<file path="config.mk">
export PLATFORM = sky130hd
export DESIGN_NAME = lake_config_sequencer
export DESIGN_NICKNAME = d
export VERILOG_FILES = /design/src/rtl/lake_cfg_pkg.sv /design/src/rtl/lake_flush_timer.sv /design/src/rtl/lake_config_sequencer.sv
export SDC_FILE = /design/constraint.sdc
export NUM_CORES = 2
export LEC_CHECK = 0
export ABC_CLOCK_PERIOD_IN_PS = 2600
export CORE_ASPECT_RATIO = 0.9
export CORE_UTILIZATION = 52
export CTS_BUF_LIST = sky130_fd_sc_hd__clkbuf_8
export DETAILED_ROUTE_END_ITERATION = 8
export PLACE_DENSITY = 0.79
export SYNTH_ARGS = -nofsm -noshare
export SYNTH_HDL_FRONTEND = slang
export SYNTH_SLANG_ARGS = --single-unit
</file>
<file path="constraint.sdc">
create_clock -name clk -period 2.6 [get_ports clk]
set_input_delay 0.65 -clock clk [delete_from_list [all_inputs] [get_ports clk]]
set_output_delay 0.65 -clock clk [all_outputs]
set_load 0.01 [all_outputs]
</file>
<file path="src/rtl/lake_cfg_pkg.sv">
// Shared types and helpers for the lakespec configuration sequencer.
package lake_cfg_pkg;

  typedef enum logic [1:0] {CFG_IDLE, CFG_LOAD, CFG_FLUSH, CFG_RUN} cfg_state_t;

  function automatic int num_words(input int size, input int w);
    return (size + w - 1) / w;
  endfunction

endpackage

</file>
<file path="src/rtl/lake_flush_timer.sv">
// Load/count-down timer that holds its active output high for FLUSH_CYCLES cycles after start.
module lake_flush_timer #(
  parameter int FLUSH_CYCLES = 4
) (
  input  logic clk,
  input  logic rst_n,
  input  logic start,
  output logic active,
  output logic expire
);

  localparam int CNT_W = $clog2(FLUSH_CYCLES + 1);

  logic [CNT_W-1:0] count_reg;
  logic             active_reg;

  always_ff @(posedge clk or negedge rst_n) begin
    if (!rst_n) begin
      count_reg  <= '0;
      active_reg <= 1'b0;
    end else if (start) begin
      count_reg  <= CNT_W'(FLUSH_CYCLES);
      active_reg <= 1'b1;
    end else if (active_reg) begin
      if (count_reg == CNT_W'(1)) active_reg <= 1'b0;
      count_reg <= count_reg - CNT_W'(1);
    end
  end

  // Straight from the register so the flush line never glitches.
  assign active = active_reg;
  assign expire = active_reg && (count_reg == CNT_W'(1));

endmodule

</file>
<file path="src/rtl/lake_config_sequencer.sv">
// Streams narrow config words into a shadow register, commits them atomically to
// config_memory, then sequences the flush pulse that starts the lakespec schedule.
module lake_config_sequencer
  import lake_cfg_pkg::*;
#(
  parameter int  CONFIG_MEMORY_SIZE = 512,
  parameter int  WORD_W             = 32,
  parameter int  FLUSH_CYCLES       = 4,
  localparam int NUM_WORDS          = num_words(CONFIG_MEMORY_SIZE, WORD_W),
  localparam int CNT_W              = $clog2(NUM_WORDS + 1)
) (
  input  logic                          clk,
  input  logic                          rst_n,
  input  logic                          cfg_start,
  input  logic                          cfg_abort,
  input  logic                          cfg_word_valid,
  output logic                          cfg_word_ready,
  input  logic [WORD_W-1:0]             cfg_word_data,
  output logic [CONFIG_MEMORY_SIZE-1:0] config_memory,
  output logic                          flush,
  output logic                          busy,
  output logic                          done,
  output logic [CNT_W-1:0]              word_count
);

  localparam int SHADOW_W = NUM_WORDS * WORD_W;

  cfg_state_t                    state_reg, state_next;
  logic [SHADOW_W-1:0]           shadow_reg, shadow_merged;
  logic [CONFIG_MEMORY_SIZE-1:0] config_reg;
  logic [CNT_W-1:0]              count_reg;
  logic handshake, last_word, commit, take_start, timer_expire;

  assign handshake  = cfg_word_valid && cfg_word_ready;
  assign last_word  = handshake && (count_reg == CNT_W'(NUM_WORDS - 1));
  assign commit     = last_word && !cfg_abort;
  assign take_start = cfg_start && (state_reg == CFG_IDLE || state_reg == CFG_RUN);

  always_ff @(posedge clk or negedge rst_n) begin
    if (!rst_n) state_reg <= CFG_IDLE;
    else        state_reg <= state_next;
  end

  always_comb begin
    state_next = state_reg;
    case (state_reg)
      CFG_IDLE:  if (take_start) state_next = CFG_LOAD;
      CFG_LOAD: begin
        if (cfg_abort)      state_next = CFG_IDLE;
        else if (last_word) state_next = CFG_FLUSH;
      end
      CFG_FLUSH: if (timer_expire) state_next = CFG_RUN;
      CFG_RUN:   if (take_start) state_next = CFG_LOAD;
      default:   state_next = CFG_IDLE;
    endcase
  end

  always_comb begin
    cfg_word_ready = (state_reg == CFG_LOAD);
    busy           = (state_reg == CFG_LOAD) || (state_reg == CFG_FLUSH);
    done           = (state_reg == CFG_RUN);
  end

  // The last word is merged combinationally so the commit needs no extra cycle.
  always_comb begin
    shadow_merged = shadow_reg;
    if (handshake) shadow_merged[int'(count_reg) * WORD_W +: WORD_W] = cfg_word_data;
  end

  always_ff @(posedge clk or negedge rst_n) begin
    if (!rst_n) begin
      shadow_reg <= '0;
      count_reg  <= '0;
      config_reg <= '0;
    end else begin
      if (take_start) begin
        shadow_reg <= '0;
        count_reg  <= '0;
      end else if (handshake && !cfg_abort) begin
        shadow_reg <= shadow_merged;
        if (count_reg != CNT_W'(NUM_WORDS)) count_reg <= count_reg + CNT_W'(1);
      end
      if (commit) config_reg <= shadow_merged[CONFIG_MEMORY_SIZE-1:0];
    end
  end

  lake_flush_timer #(
    .FLUSH_CYCLES(FLUSH_CYCLES)
  ) u_flush_timer (
    .clk    (clk),
    .rst_n  (rst_n),
    .start  (commit),
    .active (flush),
    .expire (timer_expire)
  );

  assign config_memory = config_reg;
  assign word_count    = count_reg;

endmodule
</file>
After elaboration in Yosys (flattened, before gate mapping)
Index checks and enable logic that the tools add are counted.
{"block": "totals", "regBits": 1035, "in_bits": 37, "out_inout_bits": 521, "word_cells": 53}
{"block": "op_classes", "n_addsub": 3, "eq_ne": 9, "shift": 2, "n_mux": 17, "reduce_logical": 16}
{"cell": "$mux W512", "n": 3}
{"cell": "$bwmux W512", "n": 1}
{"cell": "$shift A32 B33 Y512 const A", "n": 1}
{"cell": "$shiftx A32 B33 Y512", "n": 1}
{"cell": "$neg A10 Y33", "n": 1}
{"cell": "$mux W5", "n": 3}
{"cell": "$mux W2", "n": 4}
{"cell": "$logic_and A1 B1 Y1", "n": 6}
{"cell": "$mux W3", "n": 2}
{"cell": "$pmux W2 S3", "n": 1}
{"cell": "$reduce_bool A2 Y1", "n": 3}
{"cell": "$add A5 B1 Y5 const B", "n": 1}
{"cell": "$eq A5 B4 Y1 const B", "n": 1}
{"cell": "$ne A5 B5 Y1 const B", "n": 1}
{"cell": "$eq A2 B2 Y1 const B", "n": 2}
{"cell": "$eq A3 B1 Y1 const B", "n": 1}
{"cell": "$mux W1", "n": 3}
{"cell": "$ne A3 B2 Y1 const B", "n": 1}
{"cell": "$reduce_and A3 Y1", "n": 1}
{"cell": "$sub A3 B1 Y3 const B", "n": 1}
{"cell": "$eq A2 B1 Y1 const B", "n": 1}
{"cell": "$logic_not A2 Y1", "n": 1}
{"cell": "$logic_or A1 B1 Y1", "n": 2}
{"cell": "$ne A2 B1 Y1 const B", "n": 1}
{"cell": "other kinds (4)", "n": 4}

Longest topological paths before layout
{"block": "depth", "word_depth": 6, "ltp_mapped": 12, "mapped_depth_nobuf": 9}

By module
A second synthesis with hierarchy kept.
{"block": "unflattened", "cells_unflattened": 4746, "hier_area_um2": 46898.7}
{"mod": "lake_config_sequencer", "instances": 1, "cells_per_inst": 4726, "area_each_um2": 46671.0}
{"mod": "lake_flush_timer", "instances": 1, "cells_per_inst": 20, "area_each_um2": 227.7}

Worst setup path before layout
No wires, ideal clock.
{"block": "synth_timing", "kind": "register to register", "startpoint": "register count_reg[0], in the netlist word_count[0]", "endpoint": "register config_reg[405], in the netlist config_memory[405]", "setup_time_ns": 0.082, "arrival_time_ns": 2.763, "slack_ns": -0.245, "path_stages_with_launch": 12, "synth_period_minus_slack_ns": 2.845, "cell_sequence": "dfrtp_1 > inv_1 > ha_1 > nor3b_1 > ha_1 > nand3_1 > nor2_1 > and4_1 > clkbuf_1 > clkbuf_1 > nand2_1 > a31oi_1"}
{"block": "synth_via", "elab_chain_len": 4, "elab_cells_between_ends": 8, "cone_classes": "1 x add/sub; 1 x eq/ne; 2 x shift; 2 x mux; 2 x reduce/logical"}
{"item": "from (decl)", "line_no": "lake_config_sequencer.sv:31", "source": "logic [CNT_W-1:0] count_reg;"}
{"item": "from (signal assigned)", "line_no": "lake_config_sequencer.sv:81", "source": "if (count_reg != CNT_W'(NUM_WORDS)) count_reg <= count_reg + CNT_W'(1);"}
{"item": "$neg A10 Y33", "line_no": "lake_config_sequencer.sv:67", "source": "if (handshake) shadow_merged[int'(count_reg) * WORD_W +: WORD_W] = cfg_word_data;"}
{"item": "$shiftx A32 B33 Y512 / $shift A32 B33 Y512 (equally long branches)", "line_no": "lake_config_sequencer.sv:67"}
{"item": "$bwmux W512", "line_no": "lake_config_sequencer.sv:67"}
{"item": "$mux W512", "line_no": "lake_config_sequencer.sv:67"}
{"item": "to (signal assigned)", "line_no": "lake_config_sequencer.sv:83", "source": "if (commit) config_reg <= shadow_merged[CONFIG_MEMORY_SIZE-1:0];"}
{"item": "to (decl)", "line_no": "lake_config_sequencer.sv:30", "source": "logic [CONFIG_MEMORY_SIZE-1:0] config_reg;"}
Several ways; a longest one is shown, not always the timed one.
A chain may end at the register's enable or synchronous reset.

Worst setup path in the final report
{"block": "layout_timing", "startpoint": "register count_reg[1], in the netlist word_count[1]", "endpoint": "register shadow_reg[2]"}
{"block": "layout_via", "elab_chain_len": 6, "elab_cells_between_ends": 7, "cone_classes": "1 x add/sub; 2 x shift; 4 x mux"}
{"item": "$neg A10 Y33 *", "line_no": "lake_config_sequencer.sv:67"}
{"item": "$shiftx A32 B33 Y512 / $shift A32 B33 Y512 (equally long branches)", "line_no": "lake_config_sequencer.sv:67"}
{"item": "$bwmux W512 *", "line_no": "lake_config_sequencer.sv:67"}
{"item": "$mux W512 *", "line_no": "lake_config_sequencer.sv:67"}
{"item": "$mux W512 *", "line_no": "lake_config_sequencer.sv:79", "source": "end else if (handshake && !cfg_abort) begin"}
{"item": "$mux W512 *", "line_no": "lake_config_sequencer.sv:76", "source": "if (take_start) begin"}
{"item": "to (signal assigned)", "line_no": "lake_config_sequencer.sv:80", "source": "shadow_reg <= shadow_merged;"}
{"item": "to (decl)", "line_no": "lake_config_sequencer.sv:29", "source": "logic [SHADOW_W-1:0] shadow_reg, shadow_merged;"}
Mark *: on every way between the ends. The rest lies on a longest branch, timed or not. The select of a mux whose other input is x is not followed.

==> metrics.cfg <==
[place]
gp_congestion = 0.957
dp_hpwl_mm = 110
placed_cells = 5952
port_buffers = 557
pre_cts_slack_ps = -296
placed_cell_area_um2 = 52500

[finish]
synthToLayoutAreaGrowth_pct = 30.4
stdcell_area_um2 = 56500
multiInputGateArea_um2 = 16200
drive_above_1_share_pct = 13.1
stdcell_count = 6266
ff_latch_area_um2 = 25900
fill_cells = 6179
layout.nets = 5123

[synthesis]
synth_flop_cell = dfrtp_1
synth_fp_nets = 4435
ys_seq_elements = 1035
syn_avg_cell_area_um2 = 9.88
seq_area_frac_synth_pct = 59.8
async_flop_share_pct = 100
yosys_warnings = 0
synth.distinct_cells = 59
postSynthCellCount = 4388
synth_edf_count = 0
syn_area_um2 = 43300

[floorplanning]
core_area_um2 = 82600
die_w_um = 306
start_util_pct = 52.5
io_pins = 558
std_cell_rows = 100
die_height_um = 276
die_area_um2 = 84500

[pwr]
power_mw = 37.7
power_density_nw_per_um2 = 666
internal-power_mw = 25.7
sw_frac_of_total_pct = 31.9
comb_power_share_pct = 19.3
seqPwrFrac_pct = 43.1
power_leakage_nw = 24.9
p_clk_share_pct = 37.6
ir_drop_mv = 0.714
p_switching_mw = 12.0

[clocking]
clock_path_buffers = 3
clock_sinks = 1035
cts-htree-levels = 4
cts.clk_slew.worst_paths_ps = 70
cts-root-buf = clkbuf_8
cts_buffers = 163
clkLatencyLatePin_ps = 860
cts_tree = done

[run_status]
violations = negative setup slack
status = finished, violations left

[drt]
vias_per_cell = 6.28
drt-pass1-iter-count = 8
vias = 39400
wl_mm = 165
ant_nets = 0
drc = 0
detail_route.wl_per_cell_um = 26.3
drt_iter0_drc = 5278

[worst_setup_path]
timing.rr.end = shadow_reg[2]$_DFFE_PN0P_
r2r-start = word_count[1]$_DFFE_PN0P_
crit_path_end_kind = register
critPathLaunchType = register
r2r_slack_ps = -2
crit_arrival_ps = 3310
crit_fanout = 8
worst_r2r_path_depth = 12
cp.required_ps = 3310
path_class = register to register

[timing]
worst_pin_slew_ps = 1050
max_freq_mhz = 384
rsz0062_at_grt = yes
drv_slew = 0
fin_crit_ps = 2600
timing.final.ws_setup_ps = -2.48
timing_hold_violations_final = 0
setup_viol = 1
slew_headroom_pct = 30.1
period_share_pct = 100
fin_tns_setup_ps = -2.48
fin_skew_ps = 71.8

[global_route]
grt_pass1_wl_mm = 238
grtUsageTotal_pct = 37.8
grt_max_degree = 99
antenna_found_initial = 3
grt-ovfl-total = 0
grt_pass1_vias = 37200

[run]
cap_violations = 0

[worst_hold_path]
hold_path.class = primary input to asynchronous set/reset pin

==> routing by layer <==
metal | routed length, um | share of wire (%) | GRT usage (%) | vias up
met2 | 68500 | 42 | 52.2 | 2940
li1 | - | - | - | 16600
met1 | 63500 | 39 | 53.0 | 19300
met5 | 13 | 0.0079 | 0 | -
met4 | 10200 | 6.2 | 21.0 | 2
met3 | 22500 | 14 | 12.1 | 561
==> synth_stat cells, types with 23 or more instances <==
library cell  instances  area share, %
nand3_1             185            2.1
a221o_1             115            2.7
buf_2                78           0.90
and2_1              100            1.4
mux2i_1              97            2.2
o21ai_1              71           0.82
clkbuf_1            251            2.2
a22oi_1              32           0.55
buf_1                31           0.27
a31oi_1             257            3.7
a22o_1               64            1.3
nor3_1               23           0.27
and3_1               35           0.51
o2bb2ai_1           128            2.6
dfrtp_1            1035             60
a21oi_1              99            1.1
o21ai_0             254            2.9
nand2_1            1064            9.2
nor2_1              357            3.1
==> critical path: stages (launching register included) <==
cell and delay, ps:
dfrtp_1 390, inv_2 80, ha_4 140, nor3b_4 260, ha_4 250, buf_4 130
nand4b_1 180, nor4_2 250, buf_4 240, nand2_8 120, clkbuf_16 200, nand3_1 120
o21ai_0 110
==> worst max-delay path by stage <==
stage | from | end | slack, ps | depth (start not counted)
2_1_floorplan | word_count[1]$_DFFE_PN0P_ | shadow_reg[459]$_DFFE_PN0P_ | -50 | 10
3_3_place_gp | cfg_abort | config_memory[445]$_DFFE_PN0P_ | -200 | 9
3_5_place_dp | cfg_word_valid | config_memory[416]$_DFFE_PN0P_ | -300 | 8
4_1_cts | config_memory[323]$_DFFE_PN0P_ | config_memory[323] | 6 | 1
5_1_grt | word_count[1]$_DFFE_PN0P_ | config_memory[16]$_DFFE_PN0P_ | -140 | 12
6_report | word_count[1]$_DFFE_PN0P_ | shadow_reg[2]$_DFFE_PN0P_ | -2 | 12
==> per-stage QoR <==
stage          utilization, %  hold slack (ps)
5_1_grt                  68.5              320
3_5_place_dp             63.6              463
6_report                 68.5              310
3_3_place_gp             63.6              456
4_1_cts                  67.7              271
2_1_floorplan               -              354
==> repair_timing <==
action                                 CTS  global route
pin swaps                                3            20
cloned                                   1            15
buffers inserted                         4             9
hold buffers                             1             0
endpoints found under the hold margin   28             0
setup endpoints to repair              257           393
resized for setup                       30            59
==> power groups by stage <==
stage                     sequential, mW  clock (mW)  combinational (mW)
after floorplan                     16.5           0                2.97
after detailed placement            16.5           0                6.59
after CTS                           16.2        14.2                6.67
after global placement              16.5           0                6.56
after global routing                16.2        14.9                7.58
final                               16.2        14.1                7.28
==> area by class of cell <==
cell class / instances / area share (%)
antenna: 3 / 0.0133
clock buffer: 202 / 4.92
tap: 1071 / 2.37
clock inverter: 79 / 0.941
timing repair buffer: 905 / 17.2
sequential: 1035 / 45.8
multi-input combinational: 2961 / 28.7
inverter: 10 / 0.0664
==> cells by family after synthesis <==
| family | after synthesis | synth area share, % |
|---|---|---|
| XOR/XNOR | 7 | 0.159 |
| multiplexers | 97 | 2.24 |
| AO/OA/AOI/OAI | 1041 | 16.2 |
| flip-flops | 1035 | 59.8 |
| buffers and inverters | 392 | 3.91 |
| adder cells (fa/ha/maj) | 10 | 0.289 |
| AND/OR/NAND/NOR | 1806 | 17.5 |
==> cell usage in the layout (no fill, tap or decap), types with 97 or more instances in the layout <==
cell | Yosys | routed
buf_12 | 0 | 104
nand3_1 | 185 | 184
o2bb2ai_1 | 128 | 128
a31oi_1 | 257 | 256
o21ai_0 | 254 | 250
clkbuf_8 | 0 | 202
a21oi_1 | 99 | 98
a221o_1 | 115 | 115
nor2_1 | 357 | 349
buf_4 | 11 | 222
clkdlybuf4s50_1 | 0 | 546
dfrtp_1 | 1035 | 1028
and2_1 | 100 | 97
nand2_1 | 1064 | 1055
Note: power is estimated with default switching activity, not from simulation.
